$ cat src/rtl/rotate_pkg.sv
// Shared types and defaults for the rotate-buffer reader.
package rotate_pkg;

  localparam int TILE_LOG2_DEF = 6;
  localparam int PIX_W_DEF     = 32;

  typedef enum logic [1:0] {
    ROT_0   = 2'd0,
    ROT_90  = 2'd1,
    ROT_180 = 2'd2,
    ROT_270 = 2'd3
  } rot_mode_e;

  typedef enum logic [1:0] {
    IDLE  = 2'd0,
    RUN   = 2'd1,
    DRAIN = 2'd2
  } rd_state_e;

endpackage

$ cat src/rtl/rot_skid_fifo.sv
// Two-entry FIFO holding {sof, eol, data} between the buffer read port and the
// output register. Head entry is presented combinationally on rd_data.
module rot_skid_fifo #(
  parameter int W = 34
) (
  input  logic         clk,
  input  logic         srst,
  input  logic         wr_en,
  input  logic [W-1:0] wr_data,
  input  logic         rd_en,
  output logic [W-1:0] rd_data,
  output logic [1:0]   count
);

  logic [W-1:0] mem_reg [2];
  logic         wr_ptr_reg;
  logic         rd_ptr_reg;
  logic [1:0]   count_reg;

  // Entry storage; contents are don't-care while the entry is not counted.
  always_ff @(posedge clk) begin
    if (wr_en) mem_reg[wr_ptr_reg] <= wr_data;
  end

  // Pointer and occupancy bookkeeping.
  always_ff @(posedge clk) begin
    if (srst) begin
      wr_ptr_reg <= 1'b0;
      rd_ptr_reg <= 1'b0;
      count_reg  <= 2'd0;
    end else begin
      if (wr_en) wr_ptr_reg <= ~wr_ptr_reg;
      if (rd_en) rd_ptr_reg <= ~rd_ptr_reg;
      unique case ({wr_en, rd_en})
        2'b10:   count_reg <= count_reg + 2'd1;
        2'b01:   count_reg <= count_reg - 2'd1;
        default: count_reg <= count_reg;
      endcase
    end
  end

  assign rd_data = mem_reg[rd_ptr_reg];
  assign count   = count_reg;

endmodule

$ cat src/rtl/rd_rotate_reader.sv
// Drains one TILE x TILE tile per ping-pong bank of the rotate buffer in rotated
// raster order and emits it as a valid/ready pixel stream.
// Optional build macro ROT_MIRROR_EN adds a 'mirror' input (horizontal flip after
// rotation), sampled together with rot_mode at tile start.
module rd_rotate_reader
  import rotate_pkg::*;
#(
  parameter int TILE_LOG2 = TILE_LOG2_DEF,
  parameter int PIX_W     = PIX_W_DEF
) (
  input  logic                 rd_clk,
  input  logic                 rd_rst,
  input  logic [1:0]           bank_rdy,
  output logic [1:0]           bank_free,
  input  logic [1:0]           rot_mode,
`ifdef ROT_MIRROR_EN
  input  logic                 mirror,
`endif
  output logic [2*TILE_LOG2:0] rd_addr,
  input  logic [PIX_W-1:0]     rd_data,
  output logic [PIX_W-1:0]     m_data,
  output logic                 m_valid,
  input  logic                 m_ready,
  output logic                 m_sof,
  output logic                 m_eol,
  output logic                 busy
);

  localparam int ADDR_W = 2*TILE_LOG2 + 1;
  localparam logic [TILE_LOG2-1:0] T_IDX = '1;
  localparam int FW = PIX_W + 2;

  rd_state_e            state_reg;
  logic                 cur_bank_reg;
  rot_mode_e            mode_reg;
  logic                 mirror_reg;
  logic [TILE_LOG2-1:0] r_reg, c_reg;
  logic [1:0]           bank_free_reg;
  logic                 busy_reg;
  logic                 inflight_reg, sof_pipe_reg, eol_pipe_reg;
  logic                 out_valid_reg, out_sof_reg, out_eol_reg;
  logic [PIX_W-1:0]     out_data_reg;

  logic                 mirror_in;
  logic [1:0]           fifo_count;
  logic [FW-1:0]        fifo_head;
  logic                 fifo_pop;
  logic [2:0]           occ_next;
  logic                 issue;
  logic                 drain_done;
  logic [TILE_LOG2-1:0] c_eff, sr, sc;

`ifdef ROT_MIRROR_EN
  assign mirror_in = mirror;
`else
  assign mirror_in = 1'b0;
`endif

  // Refill the output register whenever it is empty or being consumed.
  assign fifo_pop = (fifo_count != 2'd0) && (!out_valid_reg || m_ready);

  // Occupancy the FIFO will have after this edge, counting the read landing now.
  // A new read lands one edge later, so it may issue only if this leaves a free slot.
  assign occ_next = {1'b0, fifo_count} + {2'b00, inflight_reg} - {2'b00, fifo_pop};
  assign issue    = (state_reg == RUN) && (occ_next < 3'd2);

  assign drain_done = (state_reg == DRAIN) && !inflight_reg &&
                      (fifo_count == 2'd0) && (!out_valid_reg || m_ready);

  // Output (r,c) to source (sr,sc); mirror flips the output column first.
  always_comb begin
    c_eff = mirror_reg ? (T_IDX - c_reg) : c_reg;
    sr    = r_reg;
    sc    = c_eff;
    unique case (mode_reg)
      ROT_0:   begin sr = r_reg;         sc = c_eff;         end
      ROT_90:  begin sr = T_IDX - c_eff; sc = r_reg;         end
      ROT_180: begin sr = T_IDX - r_reg; sc = T_IDX - c_eff; end
      default: begin sr = c_eff;         sc = T_IDX - r_reg; end
    endcase
  end

  assign rd_addr = {cur_bank_reg, sr, sc};

  // Tile sequencing: wait for the current bank, walk all addresses, drain, free.
  always_ff @(posedge rd_clk) begin
    if (rd_rst) begin
      state_reg     <= IDLE;
      cur_bank_reg  <= 1'b0;
      mode_reg      <= ROT_0;
      mirror_reg    <= 1'b0;
      r_reg         <= '0;
      c_reg         <= '0;
      bank_free_reg <= 2'b00;
      busy_reg      <= 1'b0;
    end else begin
      bank_free_reg <= 2'b00;
      unique case (state_reg)
        IDLE: begin
          if (bank_rdy[cur_bank_reg]) begin
            mode_reg   <= rot_mode_e'(rot_mode);
            mirror_reg <= mirror_in;
            r_reg      <= '0;
            c_reg      <= '0;
            busy_reg   <= 1'b1;
            state_reg  <= RUN;
          end
        end
        RUN: begin
          if (issue) begin
            if (c_reg == T_IDX) begin
              c_reg <= '0;
              if (r_reg == T_IDX) state_reg <= DRAIN;
              else                r_reg     <= r_reg + 1'b1;
            end else begin
              c_reg <= c_reg + 1'b1;
            end
          end
        end
        DRAIN: begin
          if (drain_done) begin
            bank_free_reg[cur_bank_reg] <= 1'b1;
            cur_bank_reg <= ~cur_bank_reg;
            busy_reg     <= 1'b0;
            state_reg    <= IDLE;
          end
        end
        default: state_reg <= IDLE;
      endcase
    end
  end

  // Sideband follows its read through the one-cycle RAM latency; output register
  // holds steady until accepted.
  always_ff @(posedge rd_clk) begin
    if (rd_rst) begin
      inflight_reg  <= 1'b0;
      sof_pipe_reg  <= 1'b0;
      eol_pipe_reg  <= 1'b0;
      out_valid_reg <= 1'b0;
      out_sof_reg   <= 1'b0;
      out_eol_reg   <= 1'b0;
      out_data_reg  <= '0;
    end else begin
      inflight_reg <= issue;
      sof_pipe_reg <= issue && (r_reg == '0) && (c_reg == '0);
      eol_pipe_reg <= issue && (c_reg == T_IDX);
      if (fifo_pop) begin
        out_valid_reg <= 1'b1;
        {out_sof_reg, out_eol_reg, out_data_reg} <= fifo_head;
      end else if (m_ready) begin
        out_valid_reg <= 1'b0;
      end
    end
  end

  rot_skid_fifo #(.W(FW)) u_skid (
    .clk     (rd_clk),
    .srst    (rd_rst),
    .wr_en   (inflight_reg),
    .wr_data ({sof_pipe_reg, eol_pipe_reg, rd_data}),
    .rd_en   (fifo_pop),
    .rd_data (fifo_head),
    .count   (fifo_count)
  );

  assign m_data    = out_data_reg;
  assign m_valid   = out_valid_reg;
  assign m_sof     = out_sof_reg;
  assign m_eol     = out_eol_reg;
  assign bank_free = bank_free_reg;
  assign busy      = busy_reg;

endmodule
$ cat config.mk
export PLATFORM = sky130hd
export DESIGN_NAME = rd_rotate_reader
export DESIGN_NICKNAME = d
export VERILOG_FILES = /design/src/rtl/rotate_pkg.sv /design/src/rtl/rot_skid_fifo.sv /design/src/rtl/rd_rotate_reader.sv
export SDC_FILE = /design/constraint.sdc
export NUM_CORES = 1
export LEC_CHECK = 0
export CORE_UTILIZATION = 47
export DETAILED_ROUTE_END_ITERATION = 16
export GPL_TIMING_DRIVEN = 0
export PLACE_DENSITY = 0.82
export SYNTH_ARGS = -nofsm -noshare
export SYNTH_HDL_FRONTEND = slang
export SYNTH_SLANG_ARGS = --single-unit
$ cat constraint.sdc
create_clock -name rd_clk -period 2.65 [get_ports rd_clk]
set_input_delay 0.53 -clock rd_clk [delete_from_list [all_inputs] [get_ports rd_clk]]
set_output_delay 0.53 -clock rd_clk [all_outputs]
set_load 0.01 [all_outputs]
-- Word-level counts from Yosys, hierarchy flattened
Memories as Yosys holds them, arrays and structs flattened. A register that Yosys moved wholly into a read port is not among the register bits.
Index checks and enable logic that the tools add are counted.
- word-level logic and storage cells: 102
- bits in writable memories: 68
- output and inout port bits: 51
- input bits: 39
- memories: 1
- bits in registers: 28
- memory list (name ; depth ; width ; read ports ; clocked after Yosys merged registers in ; write ports ; line ; RTL):
    u_skid.mem_reg ; 2 ; 34 ; 1 ; 1 ; 1 ; rot_skid_fifo.sv:15 ; logic [W-1:0] mem_reg [2];
- bitwise operators: 5
- $lt $le $gt $ge: 3
- reduce and logical (&&, ||, !) cells: 29
- add/sub/neg operators: 8
- eq/ne operators: 14
- multiplexer cells: 28
- operators with widths (kind ; count):
    6-bit two-way mux ; 6
    6-bit one-hot mux with 3 select lines ; 2
    6-bit one-hot mux with 2 select lines ; 2
    6-bit by 1-bit adder with 6-bit output (second input constant) ; 2
    6-bit == test (second input constant) ; 2
    6-bit zero test ; 2
    6-bit subtractor (first input constant) ; 2
    2-bit two-way mux ; 5
    5-bit AND reduction ; 2
    2-bit nonzero test ; 5
    1-bit logical AND ; 9
    1-bit two-way mux ; 9
    2-bit inequality test (second input constant) ; 4
    2-bit by 1-bit == test with 1-bit output (second input constant) ; 3
    2-bit == test (second input constant) ; 3
    2-bit zero test ; 3
    2-bit one-hot mux with 3 select lines ; 1
    3-bit AND reduction ; 2
    1-bit inverter ; 5
    2-bit by 1-bit inequality test with 1-bit output (second input constant) ; 2
    2-bit one-hot mux with 2 select lines ; 1
    2-bit AND reduction ; 2
    2-bit by 1-bit adder with 3-bit output ; 1
    3-bit by 2-bit less-than comparator with 1-bit output (second input constant) ; 1
    other kinds (10) ; 11

-- Longest topological paths before layout
- word-level depth: 8
- mapped depth: 8
- mapped depth without buffers: 8

-- By module
Synthesis repeated with hierarchy kept, for this count alone.
- cells, all modules: 453
- area total of the unflattened synthesis: 5333.9 um^2
- modules (own cells, without submodules) (module ; cells each ; instances ; area an instance (um^2)):
    rd_rotate_reader ; 327 ; 1 ; 2688.8
    rot_skid_fifo ; 126 ; 1 ; 2645.0

-- Worst setup path after synthesis
OpenSTA, ideal clock, no wires.
- path type: input -> register
- start point: input port m_ready
- end point: register state_reg[1]
- required time: 2.579 ns
- slack: 0.000 ns
- setup time: 0.071 ns
- cell stages on the path: 8
- path buffers: 0
- arrival time: 2.580 ns
- cells stage by stage: nor2b_1 and2_1 o21ai_0 fa_1 xor2_1 or4_4 or3_1 a21oi_1
- cells in the longest elaborated chain, start to end: 7
- RTL lines (item ; line ; RTL):
    from (decl) ; rd_rotate_reader.sv:23 ; input logic m_ready,
    1-bit logical OR (*) ; rd_rotate_reader.sv:60, rd_rotate_reader.sv:68 ;
    1-bit logical AND ; rd_rotate_reader.sv:60 ; assign fifo_pop = (fifo_count != 2'd0) && (!out_valid_reg || m_ready);
    3-bit by 1-bit subtractor with 3-bit output ; rd_rotate_reader.sv:64 ; assign occ_next = {1'b0, fifo_count} + {2'b00, inflight_reg} - {2'b00, fifo_pop};
    3-bit by 2-bit less-than comparator with 1-bit output ; rd_rotate_reader.sv:65 ; assign issue = (state_reg == RUN) && (occ_next < 3'd2);
    1-bit logical AND ; rd_rotate_reader.sv:65 ;
    2-bit inequality test (no source line) ; -- ;
    5-bit AND reduction (no source line) (*) ; -- ;
    to (signal assigned) ; rd_rotate_reader.sv:88 ; state_reg <= IDLE;
    to (signal assigned) ; rd_rotate_reader.sv:106 ; state_reg <= RUN;
    to (signal assigned) ; rd_rotate_reader.sv:113 ; if (r_reg == T_IDX) state_reg <= DRAIN;
    to (decl) ; rd_rotate_reader.sv:33 ; rd_state_e state_reg;
Every way passes the cells marked *; elsewhere a longest branch is shown, timed or not.
A chain may end at the register's enable or synchronous reset.

-- Final worst setup path
- start point: register u_skid.count_reg[1], in the netlist u_skid.count[1]
- end point: register state_reg[1]
- cells in the longest elaborated chain, start to end: 7
- RTL lines (item ; line ; RTL):
    from (decl) ; rot_skid_fifo.sv:18 ; logic [1:0] count_reg;
    from (signal assigned) ; rot_skid_fifo.sv:35 ; 2'b10: count_reg <= count_reg + 2'd1;
    from (signal assigned) ; rot_skid_fifo.sv:36 ; 2'b01: count_reg <= count_reg - 2'd1;
    from (signal assigned) ; rot_skid_fifo.sv:37 ; default: count_reg <= count_reg;
    parallel branches: the longest is 6 deep, another holds 2-bit by 1-bit adder with 3-bit output ; -- ;
    5-bit AND reduction (no source line) (*) ; -- ;
Mark *: on every way between the ends.

==> impl_metrics.toml <==
[logic_synthesis]
ys_seq_elements = 130
synth.avg_cell_area_um2 = 12.37
synth_edf_count = 68
syn_inst = 419
ys.flop_type = "edfxtp_1"
yosysWarnings = 0
syn-num-nets = 463
ys_types = 46
ys_async_sr_fraction = 0
seq_area_frac_synth = 0.6334
netlist_area_um2 = 5184

[place]
place.gp.congestion = 0.8210
io_buffers = 88
dp.final_hpwl_um = 7252
place_area_um2 = 6266

[drt]
first_pass_iters = 4
via_count = 3658
wl_per_cell_um = 16.51
detail-route-antenna-nets = 0
routed_wirelength_um = 11160
drc = 0
viasPerCell = 5.411
drt_iter0_markers = 214

[global_routing]
grt_pass1_vias = 3727
grt_overflow = 0
grt_pass1_wl_um = 17750
grt_max_degree = 35
gr-usage-all-layers = 0.2043
antenna_found_initial = 0

[cts]
cts_tree = "built"
path_clk_slew_ps = 60
cts-hold-fix-buffers = 0
cts_sinks = 130
root_buffer = "clkbuf_8"
cts_buffer_depth = 2
cts-buffers-inserted = 17
insertion_delay_ps = 510
htreeDepth = 4

[critical_path]
rr_endpoint = "state_reg[1]$_SDFFE_PP0P_"
critical_path_class = "reg -> reg"
regToRegSetupSlack_ps = 60
cp.required_ps = 3090
cp-start-kind = "register"
reg2regPathDepth = 8
path_max_fanout = 8
cp-end-kind = "register"
crit_arrival_ps = 3030
reg2reg_from = "u_skid.count[1]$_SDFFE_PP0P_"

[floorplanning]
die_w_um = 107.0
die_h_um = 107.0
row_count = 37
core_area_um2 = 10510
start_util = 0.4933
io_pins = 90
dieArea_um2 = 11450

[layout]
final_common_cell = "clkdlybuf4s50_1"
layout_common_cells = "clkdlybuf4s50_1, edfxtp_1, dfxtp_1, mux2i_1, nor2_1"
num_antenna_cells = 0
post-route-util = 0.6666
syn_to_final_growth_pct = 35.14
largest_reg_flops = 68
nNetsFinal = 571
drive_gt1_frac = 0.1278
final_area_um2 = 7005

[min_path]
hp-start = "eol_pipe_reg$_SDFF_PP0_"
min_path_type = "reg -> reg"
hold_depth = 0
min_to = "u_skid.mem_reg[0][32]$_DFFE_PP_"

[pwr]
power.density_nw_per_um2 = 915.1
clockPowerShare = 0.378
ir_drop_mv = 0.7078
internal_power_mw = 4.635
seqPwrFrac = 0.393
leakage_nw = 2.394
switching_power_mw = 1.775
swShare = 0.2769
combinationalPowerShare = 0.229

[timing]
period_share = 0.9767
relSlewSlack = 0.4190
max_slew.worst_pin.slew_ps = 871.5
fmax_mhz = 386.4
skew_ps = 7.003
timing.final.crit_period_ps = 2588
slew_violations = 0
hold_violations = 0
rsz0062_at_grt = "true"
finalSetupViolCount = 0

[status]
status = "finished, final reports clean"

[flow_run]
max_cap_violations = 0
-- worst max-delay path by stage --
stage	start	endpoint	slack, ps	cells after the start
4_1_cts	m_ready	state_reg[1]$_SDFFE_PP0P_	20	9
3_5_place_dp	m_ready	r_reg[5]$_SDFFE_PP0P_	-710	9
5_1_grt	m_valid$_SDFFE_PP0P_	r_reg[4]$_SDFFE_PP0P_	-60	8
3_3_place_gp	inflight_reg$_SDFF_PP0_	u_skid.mem_reg[0][7]$_DFFE_PP_	-690	2
2_1_floorplan	m_ready	state_reg[1]$_SDFFE_PP0P_	30	8
6_report	u_skid.count[1]$_SDFFE_PP0P_	state_reg[1]$_SDFFE_PP0P_	60	8
-- critical path, stage by stage, from the launching register on --
cell	delay [ps]
dfxtp_4	400
nor2_2	80
nor3_4	220
o21ai_2	100
fa_2	600
nand2_2	70
or4_4	580
or3_4	350
a21oi_2	120
-- synth_stat cells, types with 2 or more instances --
cell | n | share of area
a211oi_1 | 36 | 0.052
nor4_1 | 4 | 0.0048
and3_1 | 4 | 0.0048
nor2_1 | 47 | 0.034
edfxtp_1 | 68 | 0.39
nor3_1 | 9 | 0.0087
clkbuf_1 | 22 | 0.016
or2_2 | 5 | 0.0060
nor3b_1 | 2 | 0.0029
inv_1 | 11 | 0.0080
nand4_1 | 2 | 0.0024
dfxtp_1 | 62 | 0.24
nor2b_1 | 4 | 0.0048
buf_1 | 4 | 0.0029
nand2_1 | 7 | 0.0051
a21oi_1 | 10 | 0.0097
mux2i_1 | 51 | 0.098
o21ai_0 | 6 | 0.0058
xnor2_1 | 15 | 0.025
or3_1 | 2 | 0.0024
xor2_1 | 2 | 0.0034
ha_1 | 4 | 0.0097
nand3_1 | 9 | 0.0087
a31oi_1 | 4 | 0.0048
and2_1 | 2 | 0.0024
nand2b_1 | 7 | 0.0084
-- per-layer routing --
layer | GRT usage | routed length (µm) | vias up
li1 | - | - | 1752
met1 | 0.2334 | 4689 | 1779
met2 | 0.3631 | 5722 | 108
met3 | 0.05593 | 579 | 19
met4 | 0.07632 | 170 | 0
met5 | 0 | 0 | -
-- power groups by stage --
stage / logic [mW] / clock network [mW] / registers [mW]
after global routing: 1.59 / 2.53 / 2.55
after global placement: 1.35 / 0 / 2.54
after floorplan: 0.739 / 0 / 2.59
after CTS: 1.44 / 2.45 / 2.51
after detailed placement: 1.40 / 0 / 2.54
final: 1.47 / 2.42 / 2.52
-- final cells by class --
| class | count | area (µm²) |
|---|---|---|
| Sequential cell | 130 | 3293 |
| Buffer | 26 | 117.6 |
| Timing Repair Buffer | 92 | 933.4 |
| Clock inverter | 14 | 201.4 |
| Fill cell | 747 | 3503 |
| Multi-Input combinational cell | 249 | 1831 |
| Inverter | 11 | 41.29 |
| Clock buffer | 18 | 417.9 |
| Tap cell | 136 | 170.2 |
-- what timing repair did --
action	in CTS	in global routing
setup buffers	1	2
gates resized for setup	13	22
pin swaps	1	6
setup endpoints to repair	17	23
-- per-stage QoR --
stage	total power [mW]	hold slack (ps)	setup WS, ps	cells	setup TNS [ps]
final	6.411	428.8	61.82	676	0
after floorplan	3.324	403.7	33.27	419	0
after detailed placement	3.948	413.2	-714.0	644	-8243
after global placement	3.892	416.2	-694.7	643	-30990
after CTS	6.399	429.9	23.99	676	0
after global routing	6.670	435.2	-60.55	676	-95.81
-- kinds of logic (layout without fill, tap and decap cells) --
logic type,after synthesis,count (layout),synth area share
mux,51,51,0.09848
fa+ha+maj,5,5,0.01352
xor+xnor,17,17,0.02872
flops,130,130,0.6334
buf+inv,40,161,0.03017
simple gates,109,109,0.1050
compound gates,67,67,0.09076
(Power assumes the default switching activity.)
